<file path="config.mk">
export PLATFORM = sky130hd
export DESIGN_NAME = project_selector
export DESIGN_NICKNAME = d
export VERILOG_FILES = /design/src/rtl/project_selector.sv
export SDC_FILE = /design/constraint.sdc
export NUM_CORES = 1
export LEC_CHECK = 0
export BUFFER_PORTS_ARGS = -buffer_cell sky130_fd_sc_hd__buf_2
export CAP_MARGIN = 20
export CORE_MARGIN = 8
export CORE_UTILIZATION = 39
export CTS_CLUSTER_SIZE = 8
export DETAILED_ROUTE_END_ITERATION = 12
export GPL_ROUTABILITY_DRIVEN = 1
export PLACE_DENSITY = 0.72
export SLEW_MARGIN = 20
export SYNTH_ARGS = -nofsm -noshare
export SYNTH_HDL_FRONTEND = slang
export SYNTH_SLANG_ARGS = --single-unit
</file>
<file path="constraint.sdc">
create_clock -name wb_clk_i -period 2.9 [get_ports wb_clk_i]
set_input_delay 0.29 -clock wb_clk_i [delete_from_list [all_inputs] [get_ports wb_clk_i]]
set_output_delay 0.29 -clock wb_clk_i [all_outputs]
set_load 0.01 [all_outputs]
</file>
<file path="src/rtl/project_selector.sv">
// project_selector: Wishbone-controlled one-hot project enable with guarded switching; optional macro PROJECT_SELECTOR_LA_OVERRIDE_EN
module project_selector #(
  parameter int          NUM_PROJECTS = 6,
  parameter int          GUARD_CYCLES = 16,
  parameter logic [31:0] BASE_ADDR    = 32'h3000_0000
) (
  input  logic        wb_clk_i,
  input  logic        wb_rst_i,
  input  logic        wbs_stb_i,
  input  logic        wbs_cyc_i,
  input  logic        wbs_we_i,
  input  logic [3:0]  wbs_sel_i,
  input  logic [31:0] wbs_dat_i,
  input  logic [31:0] wbs_adr_i,
  output logic        wbs_ack_o,
  output logic [31:0] wbs_dat_o,
  input  logic [31:0] la_data_in,
  output logic [31:0] active,
  output logic        busy
);
  typedef enum logic [1:0] {OFF = 2'd0, GUARD = 2'd1, ON = 2'd2} state_t;
  state_t      r_state, w_next;
  logic        r_ack, r_we, r_pend_en, r_cur_en, r_err;
  logic [1:0]  r_off, r_sel;
  logic [5:0]  r_dat;
  logic [4:0]  r_pend_idx, r_cur_idx;
  logic [7:0]  r_cnt;
  logic [15:0] r_count;
  logic        w_hit, w_sel_wr, w_cnt_wr, w_done, w_valid, w_unused;
  logic [31:0] w_rdata, w_fsm_active;
  assign w_hit    = wbs_stb_i & wbs_cyc_i & (wbs_adr_i[31:4] == BASE_ADDR[31:4]) & ~r_ack;
  assign w_sel_wr = r_ack & r_we & (r_off == 2'd0);
  assign w_cnt_wr = r_ack & r_we & (r_off == 2'd2);
  assign w_done   = (r_state == GUARD) & (r_cnt == 8'd0) & ~w_sel_wr;
  assign w_valid  = r_pend_en & (int'(r_pend_idx) < NUM_PROJECTS);
  assign busy     = (r_state == GUARD);
  assign w_rdata  = (r_off == 2'd0) ? {23'd0, r_pend_en, 3'd0, r_pend_idx} :
                    (r_off == 2'd1) ? {6'd0, r_state, 6'd0, r_err, busy, 7'd0, r_cur_en, 3'd0, r_cur_idx} :
                    (r_off == 2'd2) ? {16'd0, r_count} : 32'd0;
  assign wbs_ack_o    = r_ack;
  assign wbs_dat_o    = (r_ack & ~r_we) ? w_rdata : 32'd0;
  assign w_fsm_active = (r_state == ON) ? (32'd1 << r_cur_idx) : 32'd0;
`ifdef PROJECT_SELECTOR_LA_OVERRIDE_EN
  assign active   = la_data_in[31] ? ({1'b0, la_data_in[30:0]} & ((32'd1 << NUM_PROJECTS) - 32'd1)) : w_fsm_active;
  assign w_unused = &{1'b0, wbs_adr_i[1:0], wbs_dat_i[31:9], wbs_dat_i[7:5], wbs_sel_i[3:2]};
`else
  assign active   = w_fsm_active;
  assign w_unused = &{1'b0, la_data_in, wbs_adr_i[1:0], wbs_dat_i[31:9], wbs_dat_i[7:5], wbs_sel_i[3:2]};
`endif
  // SELECT writes restart the dead time from any state; guard expiry lands in ON or OFF
  always_comb begin
    w_next = w_sel_wr ? GUARD : w_done ? (w_valid ? ON : OFF) : r_state;
  end
  // state register
  always_ff @(posedge wb_clk_i) begin
    r_state <= wb_rst_i ? OFF : w_next;
  end
  // bus capture, ack generation and register-file updates applied in the ack cycle
  always_ff @(posedge wb_clk_i) begin
    if (wb_rst_i) begin
      r_ack      <= 1'b0;
      r_we       <= 1'b0;
      r_off      <= 2'd0;
      r_sel      <= 2'd0;
      r_dat      <= 6'd0;
      r_pend_idx <= 5'd0;
      r_pend_en  <= 1'b0;
      r_cur_idx  <= 5'd0;
      r_cur_en   <= 1'b0;
      r_err      <= 1'b0;
      r_cnt      <= 8'd0;
      r_count    <= 16'd0;
    end else begin
      r_ack <= w_hit;
      if (w_hit) begin
        r_we  <= wbs_we_i;
        r_off <= wbs_adr_i[3:2];
        r_sel <= wbs_sel_i[1:0];
        r_dat <= {wbs_dat_i[8], wbs_dat_i[4:0]};
      end
      if (w_sel_wr && r_sel[0]) r_pend_idx <= r_dat[4:0];
      if (w_sel_wr && r_sel[1]) r_pend_en <= r_dat[5];
      r_cnt <= w_sel_wr ? 8'(GUARD_CYCLES - 1) : r_cnt - {7'd0, busy};
      if (w_done) begin
        r_cur_idx <= r_pend_idx;
        r_cur_en  <= r_pend_en;
      end
      r_count <= w_cnt_wr ? 16'd0 : r_count + {15'd0, w_done};
      r_err   <= w_cnt_wr ? 1'b0 : (r_err | (w_done & r_pend_en & ~w_valid));
    end
  end
endmodule

</file>
# Yosys cells after proc, flatten, opt, wreduce, memory -nomap -nowiden
# Index checks and enable logic that the tools add are counted.
op_classes:
  eq_ne: 5
  n_reduce_logical: 7
  bitwise: 17
  add_sub_neg: 2
  n_lt_le_gt_ge: 1
  n_mux: 9
  shift: 1
ops:
  columns: ["operator", "n"]
  rows:
  - ["2-to-1 mux 26 bit", 3]
  - ["2-to-1 mux 32 bit", 1]
  - ["<< shifter 1 x 5 -> 32 bit (first input constant)", 1]
  - ["equality test 28 x 26 -> 1 bit (second input constant)", 1]
  - ["adder 16 x 1 -> 16 bit", 1]
  - ["2-to-1 mux 16 bit", 1]
  - ["AND 1 bit", 12]
  - ["zero test 8 bit", 1]
  - ["subtractor 8 x 1 -> 8 bit", 1]
  - ["less-than comparator 5 x 3 -> 1 bit (second input constant)", 1]
  - ["equality test 2 x 1 -> 1 bit (second input constant)", 2]
  - ["equality test 2 bit (second input constant)", 2]
  - ["2-to-1 mux 4 bit", 1]
  - ["NOT 1 bit", 4]
  - ["OR reduction 2 bit", 2]
  - ["logical AND 1 bit", 2]
  - ["zero test 2 bit", 1]
  - ["2-to-1 mux 1 bit", 2]
  - ["2-to-1 mux 2 bit", 1]
  - ["nonzero test 2 bit", 1]
  - ["bitwise OR 1 bit", 1]
totals:
  reg_bits: 51
  output_inout_bits: 66

# Longest topological paths before layout
# Gate-level depths: netlist (run 1).
logic_depth:
  ltp_word: 7
  depth_mapped: 10

# Worst setup path before layout (run 1)
# No wires, ideal clock.
synth_timing:
  path_kind: "flip-flop to flip-flop"
  from: "register r_cnt[4]"
  to: "register r_count[15]"
  slack_ns: 0.126
  setup_time_ns: 0.070
  required_ns: 2.830
  period_less_slack_ns: 2.774
  stages_incl_launch_ff: 9
  n_path_buf: 1
  arrival_time_ns: 2.704
  path_cell_list: "dfxtp_1 > or4_1 > nor4_1 > buf_2 > ha_1 > nand2_1 > or4b_4 > or3_1 > a21oi_1"
synth_between:
  elab_chain_cells: 4
synth_lines:
  columns: ["item", "line", "rtl"]
  rows:
  - ["start: declaration", "27", "logic [7:0] r_cnt;"]
  - ["start signal: assignment", "83", "r_cnt <= w_sel_wr ? 8'(GUARD_CYCLES - 1) : r_cnt - {7'd0, busy};"]
  - ["zero test 8 bit", "34", "assign w_done = (r_state == GUARD) & (r_cnt == 8'd0) & ~w_sel_wr;"]
  - ["AND 1 bit (2 in a row)", "34", null]
  - ["adder 16 x 1 -> 16 bit", "88", "r_count <= w_cnt_wr ? 16'd0 : r_count + {15'd0, w_done};"]
  - ["end signal: assignment", "88", null]
  - ["end: declaration", "28", "logic [15:0] r_count;"]
# Every way passes these cells.
# A chain may end at the register's enable or synchronous reset.

# Final worst setup path (run 1)
layout_timing:
  from: "register r_cnt[4]"
  to: "register r_count[13]"
# The elaborated chain is that of the path after synthesis.

==> reports/qor.csv, run 1 <==
metric,value,unit
drv_slew,0,
maxCapViolations,0,
path_max_fanout,5,
antenna_found_initial,0,
ys_seq_elements,51,
synth_edf_count,0,
route.detailed.drc,0,
post-cts-setup-buffer-count,0,
synthesis.area,2830,µm²
crit_family,simple AND/OR/NAND/NOR gates,
comb_power_share,5.3,%
seq_power_share,59.3,%
yosysMostFrequentCell,nor2_1,
final.setup.tns,0,ps
crit_arrival,2900,ps
irDropWorstVdd,0.162,mV
clk_pin_slew,100,ps
rsz0062_at_grt,false,
die_h,101,µm
synth-main-ff-cell,dfxtp_1,
tightestPinTransition,811,ps
synth_area_per_cell,7.98,µm²
clkPwrFrac,35.4,%
finalClockSkew,7.40,ps
htree_levels,2,
design_area,3520,µm²
crit_buf_inv,0,
yosys_warnings,0,
clock.fmax,0.377,GHz
routed_wl,7220,µm
fp.coreArea,7140,µm²
finalPower,0.00118,W
critical_path_class,reg -> reg,
clock_latency,310,ps
grt_pass1_wl,11700,µm
fin_cells,551,
cts_buffers,5,
die_w,101,µm
cts_tree,built,
grt.overflow.total,0,
clockBufferDepth,2,
leakage,1.42,nW
n_antenna_cell,0,
top_layer_used,met4,
dp_cells,543,
cts_resized,0,
period_minus_slack,2660,ps
drt-initial-drc-count,141,
status,"complete, no violations",
cts_hold_buf,0,
hp-class,in -> reg,
met3_length,513,µm
root_buffer,clkbuf_8,
synth_top_area_share,36.0,%
antenna_left,0,
dieArea,10300,µm²
setup_viol,0,
synth_cells,355,
cp.required,3150,ps
switching_share,23.4,%
vias_per_cell,4.83,
power_density,336,nW/µm²
crit_chain,"or4_1, nor4_4, ha_2, nand2_1, or4b_4, or3_1, a21oi_1",
grt_start_max_net_pins,51,
max_slew_margin,45.2,%
start_util,39.7,%
rows,31,
io_buffers,96,
crit_path_end_kind,flip-flop,
io_pins,171,
met2_length,3450,µm
utilization,49.3,%
cts.sinks,51,
nNetsFinal,560,
switching_power,0.000276,W
track_usage,13.9,%
p_int,0.000904,W
dp_hpwl,5680,µm
slowest_stage,or4_1,
synth-seq-area-share,36.0,%
cp-start-kind,flip-flop,
fin_crit_sh,91.6,%
route.vias.total,2659,
syn2layout_area_growth,24.1,%
hold_viol,0,
gp_congestion,0.768,
dr.pass1.iters,4,
drive_gt1_share,27.7,%
drt-met1-wl,3210,µm
place_area,3410,µm²
yosys.area.top_type,dfxtp_1,
async_flop_share,0,%
synth_commonest_cells,"nor2_1 (63), dfxtp_1 (51), nand2b_1 (39)",
max_stage_delay,620,ps
grt_pass1_vias,2604,
synth_cell_types,39,
wl_per_cell,13.1,µm
yosys-top-cells-area,"dfxtp_1 (36%), nand2b_1 (8.6%), nor2_1 (8.3%)",
## worst reg2reg max path: cells and delay by family, from the launching register on
family / cells / cell delay [ps]
AO/OA/AOI/OAI: 1 / 140
adder cells (fa/ha/maj): 1 / 250
flip-flops: 1 / 340
AND/OR/NAND/NOR: 5 / 1870
## state kept, by name (all words and copies together) (netlist names)
| register | cells |
|---|---|
| r_cnt | 8 |
| r_count | 16 |
| r_cur_en | 1 |
| r_cur_idx | 5 |
| r_dat | 6 |
| r_err | 1 |
| r_off | 2 |
| r_pend_en | 1 |
| r_pend_idx | 5 |
| r_sel | 2 |
| r_state | 2 |
| r_we | 1 |
| wbs_ack_o | 1 |
## cells by family (layout without fill, tap and decap cells)
family / after synthesis / after routing / synth area share [%]
simple gates: 202 / 202 / 37.8
xor+xnor: 17 / 17 / 5.25
mux: 23 / 23 / 8.12
other cells: 1 / 12 / 0.132
buf+inv: 31 / 117 / 5.83
flops: 51 / 51 / 36.0
fa+ha+maj: 4 / 4 / 1.77
compound gates: 26 / 26 / 5.03
## metal layers
metal	vias to the layer above	track usage [%]
met1	1207	15.9
met5	-	0
met3	6	4.67
met2	86	23.9
li1	1360	-
met4	0	3.78
## cells in the final DEF (no fill, tap or decap), drive strengths merged, types with 10 or more instances in the layout
cell type / instances
a21oi: 19
and2: 17
buf: 106
conb: 12
dfxtp: 51
mux2i: 23
nand2: 19
nand2b: 39
nand3: 13
nor2: 63
nor3: 10
## power groups by stage
| stage | Clock (W) | Combinational [W] | Sequential (W) |
|---|---|---|---|
| 2_1_floorplan | 0 | 0.0000426 | 0.000716 |
| 5_1_grt | 0.000459 | 0.0000695 | 0.000700 |
| 3_3_place_gp | 0 | 0.0000611 | 0.000716 |
| 6_report | 0.000418 | 0.0000624 | 0.000700 |
| 3_5_place_dp | 0 | 0.0000624 | 0.000716 |
| 4_1_cts | 0.000429 | 0.0000624 | 0.000700 |
## worst paths after layout
kind	startpoint	endpoint	slack, ps	depth (start not counted)
max	r_cnt[4]$_SDFF_PP0_	r_count[13]$_SDFF_PP0_	240	7
min	wbs_dat_i[1]	r_dat[1]$_SDFFE_PP0P_	230	3
max reg2reg	r_cnt[4]$_SDFF_PP0_	r_count[13]$_SDFF_PP0_	240	7
min reg2reg	r_dat[5]$_SDFFE_PP0P_	r_pend_en$_SDFFE_PP0P_	480	2
## per-stage QoR
stage                     hold slack [ps]  setup WS (ps)
after floorplan                       441            126
after global placement                459            153
after detailed placement              465           87.0
after CTS                             218           71.6
after global routing                  226           71.8
final                                 226            245
## cell type report
type	instances	area (µm²)
fill	733	3620
multi-input combinational	284	1710
sequential	51	1020
timing repair buffer	106	556
tap	99	124
clock buffer	5	68.8
clock inverter	3	23.8
inverter	3	11.3
(Power assumes the default switching activity.)
==> run 2: changes to the inputs <==
ABC_AREA = 1   (was unset)
CORE_UTILIZATION = 40   (was 39)
==> run 2 against run 1 <==
- wire length grew 12%
- power rose by 15%
- highest routed layer unchanged
- final cell count grew 22%
- first-iteration DRC count is 32% lower
- register-to-register slack better by 460 ps
- global-route usage up 1.4 points
- core utilization decreased by 0.67 points
- final area rose by 4.6%
- fmax is 21% higher
- clock power up 38%
- sequential power is essentially flat
- die area grew 4.3%
==> reports/qor.csv, run 2 <==
metric,value,unit
die_h,103,µm
die_w,103,µm
path_max_fanout,8,
tightestPinTransition,701,ps
irDropWorstVdd,0.209,mV
r2r_cells,15,
finalClockSkew,11.2,ps
route.vias.total,3237,
yosys_warnings,0,
largest_register_ffs,16,
clkPwrFrac,42.6,%
grt_start_max_net_pins,23,
synth_cells,482,
period_minus_slack,2190,ps
switching_share,20.5,%
synth_commonest_cells,"nor2_1 (114), nand2_1 (78), inv_1 (66)",
cp.required,3080,ps
wl_per_cell,12.0,µm
cts_resized,0,
hp-class,in -> reg,
dr.pass1.iters,5,
worst_hold_slack,267,ps
dp_hpwl,6570,µm
htree_levels,2,
cts.sinks,51,
synth-seq-area-share,33.4,%
start_util,40.4,%
final_common_cell,nor2_1,
synth-main-ff-cell,dfxtp_1,
drv_slew,0,
yosysMostFrequentCell,nor2_1,
setup_viol,0,
p_int,0.00108,W
cts_tree,built,
critical_path_class,reg -> reg,
leakage,1.64,nW
max_slew_margin,53.3,%
crit_path_end_kind,flip-flop,
drt-initial-drc-count,96,
final.setup.tns,0,ps
grt_pass1_vias,3080,
whs_path_depth,2,
async_flop_share,0,%
antenna_found_initial,0,
fp.coreArea,7570,µm²
clock_latency,310,ps
drive_gt1_share,21.9,%
hold_viol,0,
final.fill_count,773,
rsz0062_at_grt,false,
synth_top_area_share,33.4,%
power_density,368,nW/µm²
fin_crit_sh,75.6,%
comb_power_share,5.7,%
rows,32,
crit_arrival,2370,ps
n_antenna_cell,0,
track_usage,15.2,%
grt_pass1_wl,13100,µm
gp_congestion,0.818,
dieArea,10700,µm²
switching_power,0.000278,W
maxCapViolations,0,
synth_edf_count,0,
layout_common_cells,"nor2_1 (114), buf_2 (96), nand2_1 (78), inv_1 (66), dfxtp_1 (51)",
cp-start-kind,flip-flop,
vias_per_cell,4.80,
clockBufferDepth,2,
cts_buffers,5,
io_pins,171,
synthesis.area,3060,µm²
syn2layout_area_growth,20.3,%
grt.overflow.total,0,
synth_area_per_cell,6.34,µm²
reg.largest.list,"r_count (16), r_cnt (8), r_dat (6)",
antenna_left,0,
route.detailed.drc,0,
ys_seq_elements,51,
utilization,48.6,%
nNetsFinal,680,
seq_power_share,51.6,%
routed_wl,8070,µm
yosys.area.top_type,dfxtp_1,
synth_cell_types,35,
post-cts-setup-buffer-count,0,
io_buffers,96,
largest_register,r_count,
clk_pin_slew,100,ps
yosys-top-cells-area,"dfxtp_1 (33%), nor2_1 (14%), nand2_1 (9.6%)",
root_buffer,clkbuf_8,
status,"complete, no violations",
clock.fmax,0.456,GHz
cts_hold_buf,0,
[run 2: changes by cell type after synthesis, moves of 19 or more]
cell | previous run | this run
inv_1 | 3 | 66
mux2i_1 | 23 | 0
nand2_1 | 19 | 78
nand2b_1 | 39 | 0
nand4_1 | 5 | 24
nor2_1 | 63 | 114
[run 2: per-layer routing]
| metal | track usage (%) | routed length [µm] | vias to the layer above |
|---|---|---|---|
| met5 | 0 | 0 | - |
| met4 | 4.12 | 97 | 0 |
| met3 | 4.35 | 723 | 7 |
| met2 | 25.7 | 3680 | 110 |
| met1 | 18.3 | 3570 | 1438 |
| li1 | - | - | 1682 |
[run 2: worst max-delay path, stage by stage (launching register included)]
cell	delay, ps
dfxtp_1	360
inv_2	60
nor2_2	160
inv_1	110
nor2_4	140
nand2_4	90
inv_4	120
ha_1	180
ha_1	170
nand2_1	90
nor2_1	130
nand2_1	110
inv_1	130
nand3_1	80
nand2_1	70
a21oi_1	50
[run 2: per-stage QoR]
step / power, W / cells / setup WS [ps] / area [µm²]
2_1_floorplan: 0.000767 / 493 / 980 / 3100
3_3_place_gp: 0.000791 / 666 / 767 / 3540
3_5_place_dp: 0.000794 / 666 / 740 / 3540
4_1_cts: 0.00137 / 674 / 724 / 3680
5_1_grt: 0.00141 / 674 / 503 / 3680
6_report: 0.00135 / 674 / 706 / 3680
[run 2: layout make-up]
class / instances / area, µm² / share of cell area [%]
clock inverter: 2 / 60.1 / 1.63
sequential: 51 / 1020 / 27.8
tap: 102 / 128 / 3.47
clock buffer: 6 / 72.6 / 1.97
timing repair buffer: 97 / 488 / 13.3
inverter: 73 / 277 / 7.52
multi-input combinational: 343 / 1630 / 44.4
[run 2: power by group through the flow]
stage                     clock [W]  combinational (W)  sequential, W
after floorplan                   0          0.0000510       0.000716
after global placement            0          0.0000751       0.000716
after detailed placement          0          0.0000777       0.000716
after CTS                  0.000588          0.0000779       0.000700
after global routing       0.000621          0.0000891       0.000700
final                      0.000577          0.0000779       0.000700
[run 2: cell families (layout without fill, tap and decap cells)]
kind of cell             after synthesis  in the layout  share of synthesized area, %
adder cells (fa/ha/maj)                4              4                          1.64
other                                  1             12                         0.123
AO/OA/AOI/OAI                         57             57                          10.6
AND/OR/NAND/NOR                      269            269                          39.4
XOR/XNOR                               1              1                         0.287
buffers and inverters                 99            178                          14.6
flip-flops                            51             51                          33.4
[run 2: final timing paths]
| check | start | to | slack [ps] |
|---|---|---|---|
| setup / recovery | r_state[0]$_SDFFE_PP0P_ | r_count[14]$_SDFF_PP0_ | 710 |
| hold / removal | wb_rst_i | r_cur_en$_SDFFE_PP0N_ | 270 |
| setup reg to reg | r_state[0]$_SDFFE_PP0P_ | r_count[14]$_SDFF_PP0_ | 710 |
| hold reg to reg | r_count[15]$_SDFF_PP0_ | r_count[15]$_SDFF_PP0_ | 470 |
==> run 3: changes to the inputs <==
clock period = 1.9 ns   (was 2.9 ns; I/O delays follow)
==> run 3 against run 2 <==
- combinational power grew 57%
- non-clock buffer count is 26 higher
- critical path depth shrank 9
- largest power group unchanged
==> reports/qor.csv, run 3 (same netlist as run 2, synthesis figures left out) <==
metric,value,unit
status,"complete, no violations",
routed_wl,8450,µm
clock.fmax,0.561,GHz
final.fill_count,755,
cts.sinks,51,
irDropWorstVdd,0.220,mV
dieArea,10700,µm²
rsz0062_at_grt,false,
n_antenna_cell,0,
fp.coreArea,7570,µm²
cp.required,1710,ps
fin_ws,118,ps
place_area,3720,µm²
hold_viol,0,
dr.pass1.iters,4,
syn2layout_area_growth,29.6,%
drive_gt1_share,30.9,%
final-seq-area,1030,µm²
cts_buffers,5,
grt_pass1_vias,3274,
switching_share,23.3,%
io_pins,171,
track_usage,15.7,%
die_h,103,µm
start_util,40.4,%
largest_register,r_count,
io_buffers,96,
antenna_found_initial,0,
nNetsFinal,706,
clk_pin_slew,90,ps
largest_register_ffs,16,
drt-initial-drc-count,159,
clockBufferDepth,2,
grt_pass1_wl,13800,µm
dp_hpwl,6850,µm
multi_input_area,1740,µm²
drv_slew,0,
rows,32,
grt_start_max_net_pins,23,
layout_common_cells,"nor2_1 (109), buf_2 (96), nand2_1 (72), inv_1 (63), dfxtp_1 (42)",
wl_per_cell,12.1,µm
design_area,3960,µm²
die_w,103,µm
reg.largest.list,"r_count (16), r_cnt (8), r_dat (6)",
final_common_cell,nor2_1,
place_ws,-62.1,ps
leakage,1.80,nW
switching_power,0.000417,W
gp_congestion,0.848,
crit_arrival,1590,ps
seq_power_share,59.7,%
critical_path_class,reg -> out,
finalClockSkew,4.42,ps
dp_cells,689,
hp-class,in -> reg,
setup_viol,0,
grt.overflow.total,0,
root_buffer,clkbuf_8,
comb_power_share,6.8,%
maxCapViolations,0,
clkPwrFrac,33.5,%
path_max_fanout,14,
crit_path_end_kind,output port,
power_density,452,nW/µm²
route.vias.total,3362,
cts_hold_buf,0,
vias_per_cell,4.80,
p_int,0.00137,W
cp-start-kind,flip-flop,
cts_tree,built,
htree_levels,2,
route.detailed.drc,0,
fin_cells,700,
fin_crit_sh,93.8,%
clock_latency,300,ps
period_minus_slack,1780,ps
antenna_left,0,
run 3: cell types whose count changed in the layout (fill, tap and decap cells not counted), sizes merged:
cell      before  now
buf           97  123
bufinv         2    0
clkbuf         6    5
clkinv         4    3
clkinvlp       0    4
run 3: power groups by stage:
| stage | Sequential, W | Combinational [W] | Clock, W |
|---|---|---|---|
| 4_1_cts | 0.00107 | 0.000121 | 0.000622 |
| 6_report | 0.00107 | 0.000122 | 0.000600 |
| 2_1_floorplan | 0.00109 | 0.0000778 | 0 |
| 3_5_place_dp | 0.00109 | 0.000121 | 0 |
| 5_1_grt | 0.00107 | 0.000140 | 0.000671 |
| 3_3_place_gp | 0.00109 | 0.000117 | 0 |
run 3: routing by layer:
metal	global-route usage [%]	up-vias	wire (µm)
li1	-	1743	-
met5	0	-	0
met2	27.2	120	4040
met3	3.35	15	738
met4	5.45	0	139
met1	18.5	1484	3530
run 3: area by class of cell:
type / instances / area share [%]
clock buffer: 5 / 1.74
clock inverter: 3 / 0.379
inverter: 73 / 7.42
multi-input combinational: 343 / 44.0
sequential: 51 / 26.0
tap: 102 / 3.22
timing repair buffer: 123 / 17.2
run 3: repair_timing:
item                                    CTS  global route
pin swaps                                 0             8
endpoints found under the setup margin    9            58
endpoints found under the hold margin     0             0
buffers inserted                          0             3
resized for setup                         6            37
run 3: critical path, cell delays in order (launching register included):
cell,delay [ps]
dfxtp_1,350
buf_4,120
inv_1,70
nor2_4,180
inv_2,150
nor3_1,230
buf_2,190
run 3: path summary, 6_finish.rpt:
kind	start	end	slack (ps)	cells past startpoint
max	wbs_ack_o$_SDFF_PP0_	wbs_dat_o[25]	120	6
min	wbs_adr_i[2]	r_off[0]$_SDFFE_PP0P_	170	5
max reg2reg	r_cnt[7]$_SDFF_PP0_	r_count[10]$_SDFF_PP0_	140	14
min reg2reg	r_err$_SDFF_PP0_	r_err$_SDFF_PP0_	470	2
run 3: per-stage QoR:
step	total power, W	hold slack (ps)	util, %	TNS, ps
2_1_floorplan	0.00117	383	-	0
3_3_place_gp	0.00121	444	49.2	-22.6
3_5_place_dp	0.00121	450	49.2	-116
4_1_cts	0.00181	170	50.4	-6.92
5_1_grt	0.00188	172	52.4	0
6_report	0.00179	174	52.4	0
